### src/rtl/obstacle_detector.sv
// obstacle_detector: echo timestamp to distance in cm, with debounced obstacle flag and sensor-fault timeout
module obstacle_detector #(
    parameter int CNT_PER_CM  = 5830,
    parameter int NEAR_CNT    = 116600,
    parameter int FAR_CNT     = 145750,
    parameter int MAX_CNT     = 1156852,
    parameter int HIT_N       = 3,
    parameter int CLEAR_N     = 2,
    parameter int TIMEOUT_CYC = 10000000
) (
    input  logic        clk,
    input  logic        reset,
    input  logic        control,
    input  logic [22:0] s_echo,
    output logic [10:0] dist_cm,
    output logic        dist_valid,
    output logic        obstacle,
    output logic        sensor_fault
);

    localparam logic [1:0]  IDLE     = 2'd0;
    localparam logic [1:0]  DIVIDE   = 2'd1;
    localparam logic [1:0]  CLASSIFY = 2'd2;
    localparam logic [14:0] DIV      = 15'(CNT_PER_CM);
    localparam logic [22:0] NEAR     = 23'(NEAR_CNT);
    localparam logic [22:0] FAR      = 23'(FAR_CNT);
    localparam logic [22:0] MAX      = 23'(MAX_CNT);
    localparam logic [23:0] TO       = 24'(TIMEOUT_CYC);
    localparam logic [3:0]  HIT_TH   = 4'(HIT_N);
    localparam logic [3:0]  CLR_TH   = 4'(CLEAR_N);

    logic [1:0]  state;
    logic        prev_nz;
    logic [22:0] smp;
    logic [22:0] quo;
    logic [13:0] rem;
    logic [4:0]  idx;
    logic [3:0]  hit_cnt;
    logic [3:0]  clr_cnt;
    logic [23:0] to_cnt;

    logic        new_smp;
    logic [14:0] trial;
    logic        ge;
    logic [13:0] rem_nxt;
    logic        near;
    logic        far;
    logic [3:0]  hit_nxt;
    logic [3:0]  clr_nxt;
    logic        obs_nxt;
    logic [10:0] q_sat;
    logic [23:0] to_nxt;

    // Divider step, classification and saturating counter next-values
    always_comb begin
        new_smp = (s_echo != 23'd0) && !prev_nz;
        trial   = {rem, smp[idx]};
        ge      = trial >= DIV;
        rem_nxt = ge ? 14'(trial - DIV) : trial[13:0];
        near    = (smp <= NEAR) && (smp < MAX);
        far     = (smp > FAR) || (smp >= MAX);
        hit_nxt = near ? ((&hit_cnt) ? hit_cnt : hit_cnt + 4'd1) : far ? 4'd0 : hit_cnt;
        clr_nxt = far ? ((&clr_cnt) ? clr_cnt : clr_cnt + 4'd1) : near ? 4'd0 : clr_cnt;
        obs_nxt = (hit_nxt >= HIT_TH) ? 1'b1 : (clr_nxt >= CLR_TH) ? 1'b0 : obstacle;
        q_sat   = (|quo[22:11]) ? 11'h7ff : quo[10:0];
        to_nxt  = (&to_cnt) ? to_cnt : to_cnt + 24'd1;
    end

    // Remember whether s_echo was nonzero so only its rising edge starts a sample
    always_ff @(posedge clk or posedge reset) begin
        if (reset)
            prev_nz <= 1'b0;
        else
            prev_nz <= s_echo != 23'd0;
    end

    // Sequencer: capture in IDLE, one restoring-divide bit per cycle MSB first, then classify
    always_ff @(posedge clk or posedge reset) begin
        if (reset) begin
            state <= IDLE;
            smp   <= 23'd0;
            quo   <= 23'd0;
            rem   <= 14'd0;
            idx   <= 5'd0;
        end else if (!control) begin
            state <= IDLE;
        end else if (state == IDLE) begin
            if (new_smp) begin
                smp   <= s_echo;
                quo   <= 23'd0;
                rem   <= 14'd0;
                idx   <= 5'd22;
                state <= DIVIDE;
            end
        end else if (state == DIVIDE) begin
            rem   <= rem_nxt;
            quo   <= {quo[21:0], ge};
            idx   <= idx - 5'd1;
            state <= (idx == 5'd0) ? CLASSIFY : DIVIDE;
        end else begin
            state <= IDLE;
        end
    end

    // Publish results, debounce the obstacle flag and run the no-sample watchdog
    always_ff @(posedge clk or posedge reset) begin
        if (reset) begin
            dist_cm      <= 11'd0;
            dist_valid   <= 1'b0;
            obstacle     <= 1'b0;
            sensor_fault <= 1'b0;
            hit_cnt      <= 4'd0;
            clr_cnt      <= 4'd0;
            to_cnt       <= 24'd0;
        end else if (!control) begin
            dist_valid   <= 1'b0;
            obstacle     <= 1'b0;
            sensor_fault <= 1'b0;
            hit_cnt      <= 4'd0;
            clr_cnt      <= 4'd0;
            to_cnt       <= 24'd0;
        end else if (state == CLASSIFY) begin
            dist_cm      <= q_sat;
            dist_valid   <= 1'b1;
            hit_cnt      <= hit_nxt;
            clr_cnt      <= clr_nxt;
            obstacle     <= obs_nxt;
            to_cnt       <= 24'd0;
            sensor_fault <= 1'b0;
        end else begin
            dist_valid   <= 1'b0;
            to_cnt       <= to_nxt;
            if (to_nxt >= TO)
                sensor_fault <= 1'b1;
        end
    end

endmodule

### config.mk
export PLATFORM = sky130hd
export DESIGN_NAME = obstacle_detector
export DESIGN_NICKNAME = d
export VERILOG_FILES = /design/src/rtl/obstacle_detector.sv
export SDC_FILE = /design/constraint.sdc
export NUM_CORES = 1
export LEC_CHECK = 0
export CAP_MARGIN = 20
export CELL_PAD_IN_SITES_DETAIL_PLACEMENT = 1
export CELL_PAD_IN_SITES_GLOBAL_PLACEMENT = 1
export CORE_ASPECT_RATIO = 1.5
export CORE_MARGIN = 4
export CORE_UTILIZATION = 40
export DETAILED_ROUTE_END_ITERATION = 12
export PLACE_DENSITY_LB_ADDON = 0.15
export SYNTH_ARGS = -nofsm -noshare
export SYNTH_HDL_FRONTEND = slang
export SYNTH_SLANG_ARGS = --single-unit
### constraint.sdc
create_clock -name clk -period 5.8 [get_ports clk]
set_clock_uncertainty 0.1 [all_clocks]
set_input_delay 1.16 -clock clk [delete_from_list [all_inputs] [get_ports clk]]
set_output_delay 1.16 -clock clk [all_outputs]
set_load 0.05 [all_outputs]
* After elaboration in Yosys (flattened, before gate mapping)
Index checks and enable logic that the tools add are counted.
** Operators by class
- $add $sub $neg :: 5
- Magnitude comparators :: 9
- Equal/unequal tests :: 7
- Muxes and demuxes :: 40
- Reductions and logical operators :: 16
** Operators with widths (number)
- $mux 24 :: 3
- $mux 23 :: 3
- $mux 14 :: 4
- $mux 4 :: 10
- $add 24x1->24 const B :: 1
- $ge 24x24->1 const B :: 1
- $reduce_and 24->1 :: 1
- $ge 23x21->1 const B :: 1
- $gt 23x18->1 const B :: 1
- $le 23x17->1 const B :: 1
- $lt 23x21->1 const B :: 1
- $reduce_bool 23->1 :: 1
- $ge 15x13->1 const B :: 1
- $mux 5 :: 3
- $sub 14x13->14 const B :: 1
- $reduce_or 12->1 :: 1
- $mux 11 :: 1
- $mux 1 :: 10
- $mux 2 :: 5
- $add 4x1->4 const B :: 2
- $ge 4x2->1 const B :: 2
- $reduce_and 4->1 :: 2
- $lt 5x6->1 const B :: 1
- $ne 3x1->1 const B :: 2
- other kinds (15) :: 18
** Word-level totals
- Register bits after elaboration :: 114
- Input bits :: 26
- Word-level logic and storage cells :: 90

* Longest topological paths before layout
- Depth after elaboration :: 9
- Mapped depth :: 10
- Gate-level depth less buffers :: 9

* Worst setup path after synthesis
Ideal clock, no wire load.
- Path kind :: in2reg
- From :: in s_echo[18]
- To :: reg smp[10]
- Arrival :: 3.051 ns
- Data required time :: 5.575 ns
- Slack :: 2.524 ns
- Stages :: 9
- Path through :: nor4_1 > nand4_1 > nor2_1 > or4b_2 > clkbuf_1 > or2_2 > clkbuf_1 > clkbuf_1 > mux2_2
** Between the ends
- Word-level cells in the longest chain between the ends :: 3
** Ends and longest elaborated chain
- from (decl) :: RTL line 14 : input logic [22:0] s_echo,
- $reduce_bool 23->1 :: RTL line 56 : new_smp = (s_echo != 23'd0) && !prev_nz;
- $logic_and 1x1->1 :: RTL line 56
- $reduce_and 3->1 (no source line)
- to (signal assigned) :: RTL line 89 : smp <= s_echo;
- to (decl) :: RTL line 34 : logic [22:0] smp;
No other way between the ends.
A chain may end at the register's enable or synchronous reset.

* Final worst setup path
- From :: in s_echo[14]
- To :: reg smp[4]
Same word-level chain as after synthesis.

==> flow_summary.rst <==
.. list-table::
   :header-rows: 1

   * - Metric
     - Value
   * - Run status
     - complete, no violations
   * - Area of the core region
     - 14500 µm²
   * - Worst Tran Pin Value
     - 0.944 ns
   * - Vias per cell
     - 5.55
   * - Setup repair bufs after CTS
     - 0
   * - Pre-CTS worst setup slack
     - 1.40 ns
   * - Detailed-route wire length
     - 14800 µm
   * - Aggregate global routing overflow
     - 0
   * - Netlist area before placement
     - 5930 µm²
   * - Setup repair after global routing missed its margin
     - false
   * - Share of final-layout standard cells stronger than drive strength 1
     - 12.9%
   * - Clk root buf
     - sky130_fd_sc_hd__clkbuf_16
   * - Final sum of negative setup slack
     - 0 ns
   * - Share of synthesized registers carrying an async set or reset
     - 100%
   * - Distinct cells, synth
     - 67
   * - Nets@finish
     - 672
   * - Number of global-route vias before repair
     - 5192
   * - Global-route wire length before repair
     - 25700 µm
   * - Uppermost metal layer occupied by signal nets
     - met4
   * - # fillers
     - 1618
   * - Total inserted antenna cells
     - 0
   * - Type of the worst setup path
     - in -> reg
   * - Wire length on met2
     - 8100 µm
   * - # rows
     - 54
   * - Share of the clock period used by the worst path
     - 61.7%
   * - Worst EP required
     - 6.00 ns
   * - Placed cell count
     - 815
   * - Remaining max-slew budget at the tightest pin
     - 37.0%
   * - Slowest-stage cell, CP
     - sky130_fd_sc_hd__or2_2
   * - Final HPWL from detailed placement
     - 10200 µm
   * - Met1 WL
     - 6020 µm
   * - Delay of the slowest critical-path stage
     - 0.59 ns
   * - # H-tree levels
     - 4
   * - Number of DRC markers in iteration 0
     - 166
   * - Minimum clock period
     - 3.58 ns
   * - Chip Width
     - 107 µm
   * - Commonest non-fill, non-tap cells in the layout
     - sky130_fd_sc_hd__dfrtp_1 (114), sky130_fd_sc_hd__nand2_1 (84), sky130_fd_sc_hd__nand3_1 (53)
   * - Cell chain of the critical path
     - clkdlybuf4s50_1 > nor4_1 > nand4_1 > nor2_1 > or4b_2 > or2_2 > mux2_2
   * - Most frequent standard cell in the layout excluding fill and tap cells
     - sky130_fd_sc_hd__dfrtp_1
   * - Number of detailed-routing iterations run before antenna repair
     - 4
   * - CP Buf/Inv Count
     - 1
   * - Max Clk Rate
     - 0.280 GHz
   * - Die ar.
     - 16900 µm²
   * - Via count
     - 4713
   * - Final GP Congestion
     - 0.837
   * - Crit path capture type
     - flip-flop
   * - Clock transition time at the flip-flop clock pins of the worst setup and hold paths
     - 0.05 ns
   * - Cell Count, Final, Fillers Out
     - 849
   * - Starting Density
     - 40.8%
   * - Number of buffers added on ports
     - 39
   * - Flip-flop and latch count after synthesis
     - 114
   * - WL met3
     - 317 µm
   * - Cell area power density
     - 288 nW/µm²
   * - Leakage power figure
     - 3.08 nW
   * - Number of top-level pins
     - 40
   * - Maximum clock insertion buffer count
     - 2
   * - TritonCTS clock tree
     - built
   * - Worst-Skew Late Latency
     - 0.42 ns
   * - Syn. warnings
     - 0
   * - Clock tree sinks
     - 114
   * - Total track usage
     - 19.2%
   * - Largest net degree at the start of global routing
     - 83
   * - Number of enable flip-flop cells after synthesis
     - 0
   * - Gate count of the mapped netlist
     - 605
   * - Die Height
     - 157 µm
   * - Number of nets with antenna violations after detailed routing
     - 0
   * - Per-instance average area after synthesis
     - 9.81 µm²
   * - Initial antenna violation count
     - 0
   * - Number of pins exceeding their max-slew limit in the final report
     - 0
   * - Area overhead of the layout relative to synthesis
     - 20.4%
   * - Startpoint types
     - input port
   * - Worst path top cell family by delay
     - simple AND/OR/NAND/NOR gates
   * - Average detailed-routed wire length per instance
     - 17.4 µm
   * - Max VDD drop
     - 0.141 mV
   * - Most used DFF post-synth
     - sky130_fd_sc_hd__dfrtp_1
   * - Type of the tightest min-delay check
     - reg -> reg
   * - Final Setup Violations
     - 0
   * - Post-route total power
     - 0.00205 W
   * - Hold violation total from the final report
     - 0
   * - Max-cap violation count
     - 0
   * - Fraction of the yosys area taken by sequential cells
     - 48.1%
   * - CTS buffer count
     - 17
   * - CP Max Fanout
     - 26
   * - Number of nets in the synthesized netlist
     - 637
   * - Final worst setup slack
     - 2.22 ns
   * - Hold-fix buffers at CTS
     - 0
   * - Drt drc
     - 0
   * - Cells resized by post-CTS repair
     - 0
   * - CP Data Arrival Time
     - 3.78 ns
area by class of cell:
cell class              instances  area (µm²)  share of cell area [%]
multi-input cells             450        2890                    40.4
flip-flops and latches        114        2850                    40.0
clock buffers                  24         512                    7.17
repair buffers                 46         479                    6.71
well taps                     196         245                    3.43
clock inverters                 8         123                    1.72
inverters                      11        43.8                   0.613
power breakdown:
part,internal [W],switching (W)
Sequential,0.000812,0.0000282
Clock,0.000742,0.000363
Combinational,0.0000535,0.0000553
worst paths after layout:
path | startpoint | endpoint | slack (ns) | cells past startpoint
max in group asynchronous | reset | rem[9] | 3.47 | 4
hold reg to reg | quo[22] | quo[22] | 0.37 | 2
setup / recovery | s_echo[14] | smp[4] | 2.22 | 7
hold / removal | quo[22] | quo[22] | 0.37 | 2
min in group asynchronous | reset | quo[17] | 1.03 | 2
setup reg to reg | rem[0] | rem[12] | 2.46 | 9
sequential cells by signal, indices dropped and copies added (netlist names):
signal,flops
to_cnt,24
quo,23
smp,23
rem,14
dist_cm,11
idx,5
clr_cnt,4
hit_cnt,4
state,2
dist_valid,1
obstacle,1
prev_nz,1
sensor_fault,1
synthesized netlist by cell type (all sizes together), types with 3 or more instances:
cell type	number	area [µm²]
nor2b	6	37.5
a211o	3	26.3
a41oi	3	26.3
a211oi	5	42.5
mux4	5	113
buf	5	55.1
a21oi	18	90.1
nand3	53	265
nor3	13	65.1
mux2	23	259
nand4	13	81.3
and2	11	68.8
nor2	50	225
clkbuf	24	90.1
and4	3	26.3
or3	4	26.3
ha	6	75.1
inv	11	41.3
xor2	12	105
o22a	12	105
nor4	14	100
a22oi	3	22.5
a31oi	4	25.0
dfrtp	114	2850
xnor2	22	193
and3	9	56.3
or2	4	25.0
nand2	84	315
o21ai	30	150
mux2i	4	40.0
layer usage:
| layer | vias up | global-route usage [%] |
|---|---|---|
| li1 | 2238 | - |
| met1 | 2398 | 21.5 |
| met2 | 52 | 35.2 |
| met3 | 25 | 4.31 |
| met4 | 0 | 7.40 |
| met5 | - | 0 |
cell families (layout without fill, tap and decap cells):
family,Yosys count,in the layout,synth area share [%]
xor+xnor,34,34,5.02
buf+inv,41,89,3.29
compound gates,96,96,10.9
mux,32,32,6.94
simple gates,282,282,24.5
flops,114,114,48.1
fa+ha+maj,6,6,1.27
through the flow:
stage / util (%) / area, µm² / hold WS, ns
2_1_floorplan: - / 5930 / 0.341
3_3_place_gp: 44.4 / 6450 / 0.357
3_5_place_dp: 44.5 / 6460 / 0.362
4_1_cts: 48.8 / 7090 / 0.375
5_1_grt: 49.2 / 7140 / 0.410
6_report: 49.2 / 7140 / 0.372
worst min-delay path, stage by stage (launching register included):
cell and delay, ns:
sky130_fd_sc_hd__dfrtp_1 0.34, sky130_fd_sc_hd__nand2_1 0.05, sky130_fd_sc_hd__nand2_1 0.05
Power figures use the tool's default switching activity.
